## src/rtl/vx_hw_itr_ctrl_pkg.sv

```systemverilog
// Shared constants, CSR offsets and delivery states for the per-core hardware interrupt controller.
package vx_hw_itr_ctrl_pkg;

  localparam int NUM_WARPS     = 4;
  localparam int NW_BITS       = 2;
  localparam int UUID_WIDTH    = 44;
  localparam int CSR_ADDR_BITS = 12;
  localparam int CAUSE_W       = 5;

  localparam logic [CSR_ADDR_BITS-1:0] HW_ITR_CTRL_BEGIN = 12'hBC0;
  localparam logic [CSR_ADDR_BITS-1:0] HW_ITR_CTRL_END   = 12'hBD0;

  localparam logic [3:0] OFF_PENDING   = 4'd0;
  localparam logic [3:0] OFF_ENABLE    = 4'd1;
  localparam logic [3:0] OFF_ROUTE_SEL = 4'd2;
  localparam logic [3:0] OFF_ROUTE     = 4'd3;
  localparam logic [3:0] OFF_CAUSE     = 4'd4;
  localparam logic [3:0] OFF_ACK       = 4'd5;
  localparam logic [3:0] OFF_SWI       = 4'd6;
  localparam logic [3:0] OFF_COUNT     = 4'd7;
  localparam logic [3:0] OFF_TIMER     = 4'd8;

  typedef enum logic [1:0] {
    ITR_IDLE     = 2'd0,
    ITR_REQ      = 2'd1,
    ITR_WAIT_ACK = 2'd2
  } itr_state_e;

  // Index of the lowest set bit; scanning downward leaves the smallest index last.
  function automatic logic [CAUSE_W-1:0] lowest_set(input logic [31:0] vec);
    logic [CAUSE_W-1:0] idx;
    idx = 5'd0;
    for (int i = 31; i >= 0; i--) begin
      if (vec[i]) idx = CAUSE_W'(i);
    end
    return idx;
  endfunction

endpackage

```

## src/rtl/vx_hw_itr_ctrl_sync_edge.sv

```systemverilog
// Two-flop synchronizer for asynchronous interrupt lines followed by a rising-edge detector.
module vx_hw_itr_ctrl_sync_edge #(
  parameter int WIDTH = 8
) (
  input  logic             clk,
  input  logic             reset,
  input  logic [WIDTH-1:0] async_i,
  output logic [WIDTH-1:0] rise_o
);

  logic [WIDTH-1:0] meta_q, sync_q, prev_q;

  // synchronizer chain plus one delayed copy of the synchronized level
  always_ff @(posedge clk or negedge reset) begin
    if (!reset) begin
      meta_q <= '0;
      sync_q <= '0;
      prev_q <= '0;
    end else begin
      meta_q <= async_i;
      sync_q <= meta_q;
      prev_q <= sync_q;
    end
  end

  assign rise_o = sync_q & ~prev_q;

endmodule

```

## src/rtl/vx_hw_itr_ctrl.sv

```systemverilog
// Per-core hardware interrupt controller: CSR-mapped pending/enable/route state and a one-at-a-time
// delivery handshake to the warp scheduler. Define VX_HW_ITR_TIMER_EN to add the countdown timer source.
module vx_hw_itr_ctrl
  import vx_hw_itr_ctrl_pkg::*;
#(
  parameter int NUM_IRQ   = 8,
  parameter int WARP_CNT  = NUM_WARPS,
  parameter int LANES     = 4,
  parameter int PID_WIDTH = 1
) (
  input  logic                     clk,
  input  logic                     reset,
  input  logic                     read_enable,
  input  logic [UUID_WIDTH-1:0]    read_uuid,
  input  logic [PID_WIDTH-1:0]     read_pid,
  input  logic [NW_BITS-1:0]       read_wid,
  input  logic [LANES-1:0]         read_tmask,
  input  logic [CSR_ADDR_BITS-1:0] read_addr,
  output logic [LANES*32-1:0]      read_data,
  input  logic                     write_enable,
  input  logic [UUID_WIDTH-1:0]    write_uuid,
  input  logic [PID_WIDTH-1:0]     write_pid,
  input  logic [NW_BITS-1:0]       write_wid,
  input  logic [LANES-1:0]         write_tmask,
  input  logic [CSR_ADDR_BITS-1:0] write_addr,
  input  logic [LANES*32-1:0]      write_data,
  input  logic [NUM_IRQ-1:0]       irq_in,
  output logic                     itr_valid,
  output logic [NW_BITS-1:0]       itr_wid,
  output logic [CAUSE_W-1:0]       itr_cause,
  input  logic                     itr_ready
);

`ifdef VX_HW_ITR_TIMER_EN
  localparam int NSRC = NUM_IRQ + 1;
`else
  localparam int NSRC = NUM_IRQ;
`endif

  itr_state_e                   state_q, state_d;
  logic [NSRC-1:0]              pending_q, pending_d, enable_q, enable_d;
  logic [NSRC-1:0]              clr_s, set_s, src_set_s;
  logic [NSRC-1:0][NW_BITS-1:0] route_q, route_d;
  logic [CAUSE_W-1:0]           route_sel_q, route_sel_d, cause_q, cause_d, pick_s;
  logic [NW_BITS-1:0]           wid_q, wid_d, route_rd_s;
  logic [31:0]                  count_q, count_d, rd_val_s, timer_val_s;
  logic [NUM_IRQ-1:0]           rise_s;
  logic [3:0]                   rd_off_s, wr_off_s;
  logic                         rd_hit_s, wr_hit_s, ack_s;
  logic                         unused_s;

  vx_hw_itr_ctrl_sync_edge #(.WIDTH(NUM_IRQ)) u_sync_edge (
    .clk     (clk),
    .reset   (reset),
    .async_i (irq_in),
    .rise_o  (rise_s)
  );

  assign rd_hit_s = read_enable && (read_addr >= HW_ITR_CTRL_BEGIN) && (read_addr < HW_ITR_CTRL_END);
  assign wr_hit_s = write_enable && (write_addr >= HW_ITR_CTRL_BEGIN) && (write_addr < HW_ITR_CTRL_END);
  assign rd_off_s = 4'(read_addr - HW_ITR_CTRL_BEGIN);
  assign wr_off_s = 4'(write_addr - HW_ITR_CTRL_BEGIN);
  assign ack_s    = wr_hit_s && (wr_off_s == OFF_ACK) && (write_wid == wid_q);
  assign pick_s   = lowest_set(32'(pending_q & enable_q));

`ifdef VX_HW_ITR_TIMER_EN
  logic [31:0] timer_q, timer_d;
  logic        timer_wr_s, timer_fire_s;

  assign timer_wr_s   = wr_hit_s && (wr_off_s == OFF_TIMER);
  assign timer_fire_s = (timer_q == 32'd1) && !timer_wr_s;
  assign timer_val_s  = timer_q;
  assign src_set_s    = {timer_fire_s, rise_s};

  // a load wins over the countdown; zero is the parked (disabled) value
  always_comb begin
    if (timer_wr_s) begin
      timer_d = write_data[31:0];
    end else if (timer_q != 32'd0) begin
      timer_d = timer_q - 32'd1;
    end else begin
      timer_d = timer_q;
    end
  end

  // timer counter register
  always_ff @(posedge clk or negedge reset) begin
    if (!reset) begin
      timer_q <= 32'd0;
    end else begin
      timer_q <= timer_d;
    end
  end
`else
  assign src_set_s   = rise_s;
  assign timer_val_s = 32'd0;
`endif

  // CSR writes and pending bookkeeping; a new set beats the delivery clear on the same bit
  always_comb begin
    enable_d    = enable_q;
    route_sel_d = route_sel_q;
    route_d     = route_q;
    set_s       = src_set_s;
    if (wr_hit_s) begin
      case (wr_off_s)
        OFF_ENABLE:    enable_d    = write_data[NSRC-1:0];
        OFF_ROUTE_SEL: route_sel_d = write_data[CAUSE_W-1:0];
        OFF_ROUTE: begin
          for (int k = 0; k < NSRC; k++) begin
            if (route_sel_q == CAUSE_W'(k)) route_d[k] = write_data[NW_BITS-1:0];
            else                            route_d[k] = route_q[k];
          end
        end
        OFF_SWI: begin
          for (int k = 0; k < NUM_IRQ; k++) begin
            if (write_data[CAUSE_W-1:0] == CAUSE_W'(k)) set_s[k] = 1'b1;
            else                                        set_s[k] = src_set_s[k];
          end
        end
        default: enable_d = enable_q;
      endcase
    end else begin
      enable_d = enable_q;
    end
    pending_d = (pending_q & ~clr_s) | set_s;
  end

  // delivery FSM next state: pick lowest enabled pending source, handshake, wait for ACK
  always_comb begin
    state_d = state_q;
    cause_d = cause_q;
    wid_d   = wid_q;
    count_d = count_q;
    clr_s   = '0;
    case (state_q)
      ITR_IDLE: begin
        if (|(pending_q & enable_q)) begin
          cause_d = pick_s;
          for (int k = 0; k < NSRC; k++) begin
            if (pick_s == CAUSE_W'(k)) begin
              wid_d    = route_q[k];
              clr_s[k] = 1'b1;
            end else begin
              clr_s[k] = 1'b0;
            end
          end
          state_d = ITR_REQ;
        end else begin
          state_d = ITR_IDLE;
        end
      end
      ITR_REQ: begin
        if (itr_ready) state_d = ITR_WAIT_ACK;
        else           state_d = ITR_REQ;
      end
      ITR_WAIT_ACK: begin
        if (ack_s) begin
          state_d = ITR_IDLE;
          count_d = count_q + 32'd1;
        end else begin
          state_d = ITR_WAIT_ACK;
        end
      end
      default: state_d = ITR_IDLE;
    endcase
  end

  // controller state registers
  always_ff @(posedge clk or negedge reset) begin
    if (!reset) begin
      state_q     <= ITR_IDLE;
      pending_q   <= '0;
      enable_q    <= '0;
      route_q     <= '0;
      route_sel_q <= 5'd0;
      cause_q     <= 5'd0;
      wid_q       <= '0;
      count_q     <= 32'd0;
    end else begin
      state_q     <= state_d;
      pending_q   <= pending_d;
      enable_q    <= enable_d;
      route_q     <= route_d;
      route_sel_q <= route_sel_d;
      cause_q     <= cause_d;
      wid_q       <= wid_d;
      count_q     <= count_d;
    end
  end

  assign itr_valid = (state_q == ITR_REQ);
  assign itr_wid   = wid_q;
  assign itr_cause = cause_q;

  // read mux on pre-write state; CAUSE is private to the warp being interrupted
  always_comb begin
    route_rd_s = '0;
    for (int k = 0; k < NSRC; k++) begin
      if (route_sel_q == CAUSE_W'(k)) route_rd_s = route_q[k];
      else                            route_rd_s = route_rd_s;
    end
    if (rd_hit_s) begin
      case (rd_off_s)
        OFF_PENDING:   rd_val_s = 32'(pending_q);
        OFF_ENABLE:    rd_val_s = 32'(enable_q);
        OFF_ROUTE_SEL: rd_val_s = 32'(route_sel_q);
        OFF_ROUTE:     rd_val_s = 32'(route_rd_s);
        OFF_CAUSE: begin
          if ((state_q != ITR_IDLE) && (read_wid == wid_q)) rd_val_s = {1'b1, 26'd0, cause_q};
          else                                              rd_val_s = 32'd0;
        end
        OFF_COUNT:     rd_val_s = count_q;
        OFF_TIMER:     rd_val_s = timer_val_s;
        default:       rd_val_s = 32'd0;
      endcase
    end else begin
      rd_val_s = 32'd0;
    end
  end

  // replicate the read value onto the active lanes only
  always_comb begin
    for (int i = 0; i < LANES; i++) begin
      if (read_tmask[i]) read_data[i*32 +: 32] = rd_val_s;
      else               read_data[i*32 +: 32] = 32'd0;
    end
  end

  assign unused_s = ^{read_uuid, read_pid, write_uuid, write_pid, write_tmask, write_data, 32'(WARP_CNT)};

endmodule

```

## config.mk

```make
export PLATFORM = sky130hd
export DESIGN_NAME = vx_hw_itr_ctrl
export DESIGN_NICKNAME = d
export VERILOG_FILES = /design/src/rtl/vx_hw_itr_ctrl_pkg.sv /design/src/rtl/vx_hw_itr_ctrl_sync_edge.sv /design/src/rtl/vx_hw_itr_ctrl.sv
export SDC_FILE = /design/constraint.sdc
export NUM_CORES = 1
export LEC_CHECK = 0
export ABC_AREA = 1
export BUFFER_PORTS_ARGS = -buffer_cell sky130_fd_sc_hd__buf_2
export CAP_MARGIN = 20
export CORE_AREA = 4 4 155 157
export DETAILED_ROUTE_END_ITERATION = 6
export DIE_AREA = 0 0 159 161
export PLACE_DENSITY_LB_ADDON = 0.15
export SLEW_MARGIN = 20
export SYNTH_ARGS = -nofsm -noshare
export SYNTH_HDL_FRONTEND = slang
export SYNTH_SLANG_ARGS = --single-unit
```

## constraint.sdc

```tcl
create_clock -name clk -period 2 [get_ports clk]
set_input_delay 0.4 -clock clk [delete_from_list [all_inputs] [get_ports clk]]
set_output_delay 0.4 -clock clk [all_outputs]
set_load 0.01 [all_outputs]
```

==> impl_results.rst, run 1 <==
.. list-table::
   :header-rows: 1

   * - Metric
     - Value
   * - Die height
     - 161 um
   * - Initial DRT Pass Iterations
     - 4
   * - Fraction of registers with async set or reset after synthesis
     - 1.00
   * - Final net count
     - 1391
   * - Core box area
     - roughly 0.023 mm2
   * - Proportion of layout cells with a drive suffix above 1
     - 0.450
   * - TritonCTS clock tree
     - done
   * - DIE AREA
     - between 0.02 and 0.03 mm2
   * - Final estimated routing congestion in global placement
     - 0.875
   * - R2R cell count
     - 12
   * - Drt first-iter violations
     - 313
   * - Startpoint of the worst-slack reg-to-reg timing path
     - itr_wid[1]
   * - Number of max-cap violations
     - 0
   * - Max Freq
     - ~390 MHz
   * - Detailed Route WL
     - 21.3 mm
   * - Arrival time worst endpoint
     - 2.17 ns
   * - Number of hold violations in the final report
     - 0
   * - Distinct cell type count of the synthesized netlist
     - 44
   * - Number of buffers on the longest clock path
     - 2
   * - Worst setup slack for register-to-register paths
     - -0.17 ns
   * - Area occupied by registers
     - approximately 0.0025 mm2
   * - Antenna violation net count after detailed routing
     - 0
   * - Std-Cell Rows
     - 55
   * - Hold Path Class
     - primary input to flip-flop
   * - Slew @ Worst Pin
     - a little over 0.5 ns
   * - WHS Path Cells
     - 1
   * - Filler cell count in the final layout
     - 2321
   * - Total count of max-transition violations in the final report
     - 0
   * - Capture instance of the worst register-to-register path
     - count_q[23]
   * - Top area cells in the synthesized netlist
     - dfrtp_1, nor2_1, nand2_1
   * - GRT Total Usage
     - 0.160
   * - RSZ-0062 raised after global routing
     - true
   * - Number of enable-type register cells in the synthesized netlist
     - 0
   * - Lkg Pwr
     - 0.00502 uW
   * - Clock period minus final worst setup slack
     - 2.57 ns
   * - Number of clock sinks
     - 100
   * - Setup violation total in the final timing report
     - approximately 140
   * - Final routed wire length divided by cell count
     - 15.1 um
   * - Cell-by-cell trace of the critical path
     - buf_4, nand2_1, nor2_1, buf_4, a21oi_1, o211ai_1, o211ai_1, nand3_1, nand2_4, nor2_2, buf_2
   * - Total power
     - 4440 uW
   * - Most numerous cell in the Yosys netlist
     - nor2_1
   * - Buffers on Ports
     - 186
   * - Most area-hungry cell type in the Yosys netlist
     - dfrtp_1
   * - Maximum number of pins on one net before global-route repair
     - 43
   * - Area growth from synthesis to final layout
     - 62.3%
   * - Register bit count reported by yosys
     - 100
   * - Failing checks
     - setup timing
   * - Initial antenna violation count
     - 1
   * - Final worst path period share
     - 1.29
   * - Vias in the first global route
     - between 6000 and 7000
   * - Critical path capture point type
     - output pin
   * - Maximum cell stage delay along the critical path
     - 0.41 ns
   * - Hold endpoint
     - u_sync_edge.meta_q[7]
   * - Remaining global-route overflow
     - 0
   * - Die boundary width
     - approximately 160 um
   * - Top post-synthesis cells by count
     - nor2_1, nand2_1, inv_1, dfrtp_1, nand3_1
   * - Largest fanout on the critical path
     - 4
   * - Number of buffers added by the clock tree synthesis step
     - 9
   * - First-pass GRT wire length
     - 33.2 mm
   * - Multi-input combinational cell area
     - 0.00356 mm2
   * - Area fraction of the dominant cell type after synthesis
     - 0.429
   * - Summed instance area of the synthesized netlist
     - just under 0.006 mm2
   * - Worst-path clk slew
     - 0.07 ns
   * - Sequential fraction of the synthesis area
     - 0.429
   * - Clock insertion delay at the later pin of the skew report
     - between 0.3 and 0.4 ns
   * - Total half-perimeter wirelength after legalization and detailed placement
     - between 15 and 20 mm
   * - Pre-CTS setup slack
     - -0.413 ns
   * - Buffer type at the clock tree root
     - clkbuf_16
   * - I/O pin cnt
     - 403
   * - H-tree Lvls
     - 3
   * - Via density
     - around 4.5
   * - Outcome
     - complete, but fails checks
   * - Mean post-synth cell area
     - 7.32 um2
   * - Crit path kind
     - flip-flop to output pin
   * - Worst endpoint required time
     - 1.60 ns
   * - Pwr/cell area
     - 468 mW/mm2
   * - Final worst-path setup slack
     - -0.571 ns
   * - Starting density of the core
     - 0.259
   * - Slowest stage cell, crit path
     - dfrtp_1
   * - Remaining max-slew budget at the tightest pin
     - 0.661
   * - Hold path start
     - irq_in[7]
   * - Main flop type after synthesis
     - dfrtp_1
   * - Total of warnings raised by yosys
     - 0
   * - Highest ir drop seen on vdd
     - 0.000408 V
   * - Gate Count Post-Synth
     - 798
   * - Post-Route Skew
     - ~0.016 ns
   * - Kind of start point of the critical path
     - flip-flop
   * - Total via count after detailed routing
     - 6296
   * - DRC violations left
     - 0
[power breakdown]
part	internal [uW]	switching (uW)	total (uW)
clock	854	831	1690
sequential	2080	34.5	2120
combinational	254	382	636
total	3190	1250	4440
[registers in the layout (all words and copies together), names as in the netlist]
register            count
state_q                 2
u_sync_edge.sync_q      8
route_q                16
u_sync_edge.prev_q      8
u_sync_edge.meta_q      8
pending_q               8
route_sel_q             5
itr_wid                 2
itr_cause               3
count_q                32
enable_q                8
[worst max-delay path, delay by kind of cell (launching register included)]
kind,cells,cell delay [ns]
AO/OA/AOI/OAI,3,0.37
buffers and inverters,3,0.44
flip-flops,1,0.41
AND/OR/NAND/NOR,5,0.58
[per-layer routing]
layer  track usage  up-vias  wire (um)
li1              -     3186          -
met1         0.210     2922       9700
met2         0.269      168      10100
met3        0.0316       20       1140
met4        0.0442        0        341
met5             0        -          0
[how the worst max path moves through the flow]
stage                         startpoint             end  slack, ns
after CTS                 route_sel_q[3]   read_data[33]      -0.55
after global placement      read_addr[5]  read_data[101]      -0.40
after floorplan             read_addr[5]  read_data[107]       0.04
final                     route_sel_q[1]    read_data[1]      -0.57
after detailed placement    read_addr[5]  read_data[101]      -0.41
after global routing      route_sel_q[4]   read_data[33]      -0.74
[cells in the final DEF, fill, tap and decap left out, types with 12 or more instances in the layout]
cell type	netlist	routed
buf_2	0	180
nor2_1	194	138
buf_4	2	120
inv_1	120	112
nand2_1	129	111
dfrtp_1	100	100
nor2_2	3	52
nand3_4	1	25
a21oi_1	27	25
xor2_1	21	21
o21ai_0	29	21
buf_6	0	21
nand2_2	3	15
nand3_1	42	14
nand4_1	13	13
nor2_4	5	12
[stage by stage]
stage	TNS, ns	cells	util	hold slack, ns	cell area [um2]
2_1_floorplan	0	799	-	0.104	5860
3_3_place_gp	-26.59	1370	0.355	0.322	8000
3_5_place_dp	-33.05	1370	0.355	0.319	8000
4_1_cts	-26.00	1402	0.402	0.128	9050
5_1_grt	-37.60	1414	0.421	0.130	9480
6_report	-22.79	1414	0.421	0.145	9480
[area by class of cell]
class	instances	share of cell area
flip-flops and latches	100	0.264
multi-input cells	554	0.376
well taps	285	0.0376
repair buffers	335	0.244
clock buffers	10	0.0242
clock inverters	6	0.00488
diodes	1	0.000264
inverters	123	0.0490
[kinds of logic after synthesis]
| family | share of synthesized area |
|---|---|
| compound gates | 0.0936 |
| buf+inv | 0.0945 |
| mux | 0.0154 |
| fa+ha+maj | 0.00214 |
| xor+xnor | 0.0461 |
| flops | 0.429 |
| simple gates | 0.319 |
| other cells | 0.000642 |
[timing repair]
item,4_1_cts,5_1_grt
endpoints found under the setup margin,146,152
hold buffers,1,0
gates cloned,3,2
buffers inserted,12,13
resized for setup,133,97
pin swaps,27,29
hold endpoints to repair,19,0
Note: power is estimated with default switching activity, not from simulation.
==> run 2: changes to the inputs <==
- PLACE_DENSITY: not set -> 0.56
- PLACE_DENSITY_LB_ADDON: 0.15 -> not set
==> run 2 against run 1 <==
The run still ends with setup timing left; sequential cell count stayed put; sequential share of layout area is 0.55 points lower; utilization is 0.91 points higher; register-to-register slack hardly changed; non-clock buffer count is 2 lower; setup slack worse by 0.0026 ns; clock skew is 0.0090 ns lower; global-route usage is 0.41 points lower; first-iteration DRC count is 0.64% lower; clock-buffer cell count is 1 lower; critical path depth is 3 higher; die area stayed put.
==> impl_results.rst, run 2 (synthesized netlist as in run 1, its figures left out) <==
.. list-table::
   :header-rows: 1

   * - Metric
     - Value
   * - Outcome
     - complete, but fails checks
   * - Failing checks
     - setup timing
   * - Initial antenna violation count
     - 0 (-1)
   * - Filler cell count in the final layout
     - 2204 (-5.0%)
   * - Total count of max-transition violations in the final report
     - 0 (unchanged)
   * - Worst-path clk slew
     - 0.08 ns (about the same)
   * - Hold slack
     - 0.145 ns (+0.000666 ns)
   * - Total placed cells including tap cells
     - 1362 (-0.58%)
   * - Arrival time worst endpoint
     - 2.17 ns (about the same)
   * - Buffers on Ports
     - 186 (unchanged)
   * - Final worst path period share
     - 1.29 (+0.00132)
   * - Final net count
     - 1389 (-0.14%)
   * - Critical path capture point type
     - output pin
   * - Kind of start point of the critical path
     - flip-flop
   * - I/O pin cnt
     - 403 (unchanged)
   * - Final estimated routing congestion in global placement
     - 0.878 (+0.30%)
   * - Maximum number of pins on one net before global-route repair
     - 52 (+21%)
   * - Std-Cell Rows
     - 55 (unchanged)
   * - Largest register by flop count
     - count_q
   * - Slew @ Worst Pin
     - 0.502 ns (-0.00677 ns)
   * - GRT Total Usage
     - 0.156 (-0.00408)
   * - Pwr/cell area
     - 476 mW/mm2 (+1.7%)
   * - Clock period minus final worst setup slack
     - 2.57 ns (+0.00263 ns)
   * - Final routed wire length divided by cell count
     - 14.9 um (-1.1%)
   * - DIE AREA
     - 0.0256 mm2 (unchanged)
   * - Finished Layout Cells
     - 1411 (-0.21%)
   * - Area growth from synthesis to final layout
     - 65.8%
   * - Remaining max-slew budget at the tightest pin
     - 0.666 (+0.00451)
   * - Via density
     - 4.50 (+1.1%)
   * - Lkg Pwr
     - 0.00501 uW (-0.28%)
   * - Clock insertion delay at the later pin of the skew report
     - 0.36 ns (about the same)
   * - Setup violation total in the final timing report
     - 140 (+1.4%)
   * - Final worst-path setup slack
     - -0.574 ns (-0.00263 ns)
   * - Core box area
     - 0.0225 mm2 (unchanged)
   * - Number of buffers on the longest clock path
     - 2 (unchanged)
   * - Post-Route Skew
     - 0.00697 ns (-0.00902 ns)
   * - Crit path kind
     - flip-flop to output pin
   * - Number of buffers added by the clock tree synthesis step
     - 9 (unchanged)
   * - Starting density of the core
     - 0.259 (unchanged)
   * - Die boundary width
     - 159 um (unchanged)
   * - Total power
     - 4610 uW (+3.9%)
   * - First-pass GRT wire length
     - 32.2 mm (-2.9%)
   * - Worst endpoint required time
     - 1.60 ns (about the same)
   * - Final design area excluding fillers
     - 0.00968 mm2 (+2.2%)
   * - Hold Path Class
     - primary input to flip-flop
   * - Buffer type at the clock tree root
     - clkbuf_16
   * - Drt first-iter violations
     - 311 (-0.64%)
   * - Most frequent cells in the layout
     - buf_2, nor2_1, inv_1
   * - Total half-perimeter wirelength after legalization and detailed placement
     - 15.7 mm (-3.5%)
   * - Setup Total Neg Slack
     - -23.62 ns (-0.837 ns)
   * - Antenna violation net count after detailed routing
     - 0 (unchanged)
   * - Die height
     - 161 um (unchanged)
   * - RSZ-0062 raised after global routing
     - true
   * - Max reg flops
     - 32 (unchanged)
   * - DRC violations left
     - 0 (unchanged)
   * - H-tree Lvls
     - 3 (unchanged)
   * - Initial DRT Pass Iterations
     - 5 (+1)
   * - Max Freq
     - 389 MHz (-0.10%)
   * - Proportion of layout cells with a drive suffix above 1
     - 0.467 (+0.0168)
   * - Vias in the first global route
     - 6116 (-0.83%)
   * - Detailed Route WL
     - 21.0 mm (-1.3%)
   * - Total via count after detailed routing
     - 6351 (+0.87%)
   * - Inserted Diodes
     - 0 (-1)
   * - Number of hold violations in the final report
     - 0 (unchanged)
   * - TritonCTS clock tree
     - done
   * - Number of max-cap violations
     - 0 (unchanged)
   * - Largest fanout on the critical path
     - 4 (unchanged)
   * - Number of clock sinks
     - 100 (unchanged)
   * - Remaining global-route overflow
     - 0 (unchanged)
   * - Highest ir drop seen on vdd
     - 0.000484 V (+19%)
   * - Placed cell area
     - 0.00795 mm2 (-0.59%)
   * - Most common library cell in the layout ignoring fill and taps
     - buf_2
   * - Registers with the highest flip-flop counts
     - count_q: 32 flops, route_q: 16 flops
## run 2: cell types whose count changed in the layout (fill, tap and decap cells not counted), moves of 3 or more
| cell | before | now |
|---|---|---|
| nand2_1 | 111 | 104 |
| buf_4 | 120 | 111 |
| buf_6 | 21 | 30 |
| nor2_4 | 12 | 21 |
| nor2_1 | 138 | 127 |
| nand2_2 | 15 | 19 |
| inv_8 | 0 | 4 |
| buf_2 | 180 | 176 |
| buf_12 | 7 | 10 |
## run 2: worst max-delay path, stage by stage, from the launching register on
cell and delay [ns]:
dfrtp_1 0.41, nor2_4 0.16, nand2_4 0.09, inv_2 0.09
nand2_2 0.08, nor2_2 0.10, nor2_1 0.06, nand3_2 0.06
o21ai_2 0.05, o211ai_1 0.11, o211ai_1 0.12, nand3_1 0.15
nand2_4 0.10, nor2_2 0.10, buf_2 0.13
## run 2: per-stage QoR
| step | util | setup slack (ns) |
|---|---|---|
| final | 0.430 | -0.574 |
| after floorplan | - | 0.0378 |
| after detailed placement | 0.353 | -0.342 |
| after CTS | 0.406 | -0.606 |
| after global routing | 0.430 | -0.769 |
| after global placement | 0.353 | -0.348 |
## run 2: what timing repair did
action                                 in CTS  in global routing
resized for setup                         127                139
endpoints found under the hold margin      20                  0
pin swaps                                  45                 59
setup buffers                              22                 16
gates cloned                                5                  0
hold buffers                                1                  0
setup endpoints to repair                 145                154
## run 2: final cells by class
class	instances	area, um2	area share
Clock buffer	9	225	0.0233
Clock inverter	7	91.3	0.00943
Inverter	123	464	0.0479
Multi-Input combinational cell	554	3650	0.377
Sequential cell	100	2500	0.259
Tap cell	285	357	0.0368
Timing Repair Buffer	333	2390	0.247
## run 2: final timing paths
path / from / end / slack, ns / cells after the start
max in group asynchronous: reset / count_q[16] / 0.91 / 3
max: route_sel_q[4] / read_data[1] / -0.57 / 14
min reg2reg: u_sync_edge.meta_q[1] / u_sync_edge.sync_q[1] / 0.35 / 0
min: irq_in[6] / u_sync_edge.meta_q[6] / 0.15 / 1
max reg2reg: itr_wid[0] / count_q[23] / -0.16 / 12
min in group asynchronous: reset / u_sync_edge.meta_q[2] / 0.48 / 2
## run 2: layer usage
layer  part of all wire  vias up  wire length (um)  GRT usage
li1                   -     3179                 -          -
met1               0.42     2948              8820      0.186
met2               0.51      210             10800      0.282
met3              0.054       14              1140     0.0396
met4              0.012        0               255     0.0363
met5                  0        -                 0          0
## run 2: power breakdown
group	leakage, uW	total, uW	switching (uW)	internal [uW]
registers	0.00118	2120	36.8	2080
logic	0.00368	606	367	239
clock network	0.000154	1890	878	1010
==> run 3: changes to the inputs <==
- CORE_AREA: 4 4 155 157 -> 4 4 154 156
- DIE_AREA: 0 0 159 161 -> 0 0 158 160
- PLACE_DENSITY: 0.56 -> 0.57
==> run 3 against run 2 <==
The flow still finishes with violations (setup timing); critical endpoint is now read_data[65]; via count fell by 1.3%; highest routed layer unchanged; routed wire length is 4.7% lower; clock skew increased by 0.00093 ns; fmax decreased by 1.8%.
==> impl_results.rst, run 3 (synthesized netlist as in run 1, its figures left out) <==
.. list-table::
   :header-rows: 1

   * - Metric
     - Value
   * - Outcome
     - complete, but fails checks
   * - Failing checks
     - setup timing
   * - Final estimated routing congestion in global placement
     - 0.861 (-1.9%)
   * - Final routed wire length divided by cell count
     - 14.3 um (-4.2%)
   * - DIE AREA
     - 0.0253 mm2 (-1.2%)
   * - Most frequent cells in the layout
     - buf_2, nor2_1, buf_4
   * - H-tree Lvls
     - 3 (unchanged)
   * - TritonCTS clock tree
     - done
   * - Area growth from synthesis to final layout
     - 59.7%
   * - Registers with the highest flip-flop counts
     - count_q: 32 flops, route_q: 16 flops
   * - I/O pin cnt
     - 403 (unchanged)
   * - Die boundary width
     - 158 um (-0.63%)
   * - Lkg Pwr
     - 0.00492 uW (-1.7%)
   * - DRC violations left
     - 0 (unchanged)
   * - Proportion of layout cells with a drive suffix above 1
     - 0.434 (-0.0333)
   * - Clock period minus final worst setup slack
     - 2.62 ns (+0.0460 ns)
   * - Finished Layout Cells
     - 1403 (-0.57%)
   * - Total half-perimeter wirelength after legalization and detailed placement
     - 15.3 mm (-2.9%)
   * - Crit path kind
     - flip-flop to output pin
   * - Clock insertion delay at the later pin of the skew report
     - 0.36 ns (about the same)
   * - Cell-by-cell trace of the critical path
     - inv_1, nand2_1, buf_4, inv_1, nand2_1, o21ai_1, o211ai_1, o211ai_1, nand3_1, nand2_2, nor2_1, buf_2
   * - Max Freq
     - 382 MHz (-1.8%)
   * - Worst-path clk slew
     - 0.08 ns (about the same)
   * - Total via count after detailed routing
     - 6267 (-1.3%)
   * - Critical path capture point type
     - output pin
   * - Setup violation total in the final timing report
     - 133 (-5.0%)
   * - Inserted Diodes
     - 0 (unchanged)
   * - RSZ-0062 raised after global routing
     - true
   * - Vias in the first global route
     - 5804 (-5.1%)
   * - Count of hold-fix buffers inserted at cts
     - 0 (-1)
   * - Final design area excluding fillers
     - 0.00933 mm2 (-3.7%)
   * - Largest fanout on the critical path
     - 4 (unchanged)
   * - Starting density of the core
     - 0.261 (+0.00160)
   * - Antenna violation net count after detailed routing
     - 0 (unchanged)
   * - Highest ir drop seen on vdd
     - 0.000695 V (+44%)
   * - Buffers on Ports
     - 186 (unchanged)
   * - Worst endpoint required time
     - 1.60 ns (about the same)
   * - Largest register by flop count
     - count_q
   * - Total power
     - 4590 uW (-0.47%)
   * - Arrival time worst endpoint
     - 2.22 ns (+0.05 ns)
   * - Kind of start point of the critical path
     - flip-flop
   * - Detailed Route WL
     - 20.0 mm (-4.7%)
   * - Final worst-path setup slack
     - -0.620 ns (-0.0460 ns)
   * - Final worst path period share
     - 1.31 (+0.0230)
   * - Via density
     - 4.47 (-0.76%)
   * - Number of clock sinks
     - 100 (unchanged)
   * - Total count of max-transition violations in the final report
     - 0 (unchanged)
   * - Most common library cell in the layout ignoring fill and taps
     - buf_2
   * - Number of buffers added by the clock tree synthesis step
     - 9 (unchanged)
   * - Std-Cell Rows
     - 55 (unchanged)
   * - Drt first-iter violations
     - 366 (+18%)
   * - Number of max-cap violations
     - 0 (unchanged)
   * - Post-Route Skew
     - 0.00790 ns (+0.000933 ns)
   * - Hold slack
     - 0.0374 ns (-0.108 ns)
   * - First-pass GRT wire length
     - 30.1 mm (-6.7%)
   * - GRT Total Usage
     - 0.149 (-0.00646)
   * - Number of buffers on the longest clock path
     - 2 (unchanged)
   * - Maximum cell stage delay along the critical path
     - 0.43 ns (+0.02 ns)
   * - Placed cell area
     - 0.00791 mm2 (-0.50%)
   * - Final net count
     - 1381 (-0.58%)
   * - Hold Path Class
     - primary input to async pin
   * - Remaining global-route overflow
     - 0 (unchanged)
   * - Setup Total Neg Slack
     - -17.60 ns (+6.03 ns)
   * - Die height
     - 160 um (-0.62%)
   * - Buffer type at the clock tree root
     - clkbuf_16
   * - Core box area
     - 0.0224 mm2 (-0.61%)
   * - Max reg flops
     - 32 (unchanged)
   * - Initial antenna violation count
     - 0 (unchanged)
   * - Number of hold violations in the final report
     - 0 (unchanged)
   * - Pwr/cell area
     - 492 mW/mm2 (+3.3%)
   * - Maximum number of pins on one net before global-route repair
     - 76 (+46%)
   * - Initial DRT Pass Iterations
     - 4 (-1)
   * - Total placed cells including tap cells
     - 1360 (-0.15%)
   * - Slowest stage cell, crit path
     - dfrtp_1
-- run 3: cell types whose count changed in the layout (fill, tap and decap cells not counted), sizes merged --
cell,change
buf,-9
clkbuf,+2
clkinvlp,-1
dlygate4sd3,-1
clkinv,+2
bufinv,-1
-- run 3: final timing paths --
path,end,cells past startpoint,startpoint,slack (ns)
setup / recovery,read_data[65],12,route_sel_q[0],-0.62
hold / removal,u_sync_edge.meta_q[2],2,reset,0.04
setup reg to reg,count_q[23],12,itr_wid[1],-0.08
hold reg to reg,u_sync_edge.sync_q[3],0,u_sync_edge.meta_q[3],0.35
max in group asynchronous,count_q[16],2,reset,1.59
min in group clk,u_sync_edge.meta_q[1],1,irq_in[1],0.14
-- run 3: critical path, delay by kind of cell, from the launching register on --
family,cells,cell delay [ns]
buffers and inverters,4,0.50
and+or+nand+nor,5,0.54
DFF,1,0.43
AOI/OAI and AO/OA,3,0.40
-- run 3: what timing repair did --
action,in CTS,in global routing
setup endpoints to repair,140,153
gates resized for setup,114,94
endpoints found under the hold margin,0,0
pin swaps,28,60
gates cloned,2,2
buffers inserted,17,12
-- run 3: power breakdown --
| group | internal (uW) | switching, uW |
|---|---|---|
| combinational | 238 | 363 |
| sequential | 2080 | 39.2 |
| clock | 921 | 947 |
-- run 3: metal layers --
metal / track usage / up-vias / part of all wire
li1: - / 3159 / -
met1: 0.190 / 2895 / 0.43
met2: 0.259 / 193 / 0.50
met3: 0.0301 / 20 / 0.058
met4: 0.0345 / 0 / 0.014
met5: 0 / - / 0
-- run 3: cell type report --
cell class,count,area (um2)
inverters,123,467
clock buffers,9,225
fillers,2272,13000
flip-flops and latches,100,2500
repair buffers,325,2180
clock inverters,7,98.8
well taps,285,357
multi-input cells,554,3490
-- run 3: per-stage QoR --
step	setup WS, ns	utilization
after global placement	-0.433	0.354
after CTS	-0.659	0.399
after global routing	-0.844	0.417
final	-0.620	0.417
after floorplan	0.0378	-
after detailed placement	-0.466	0.354
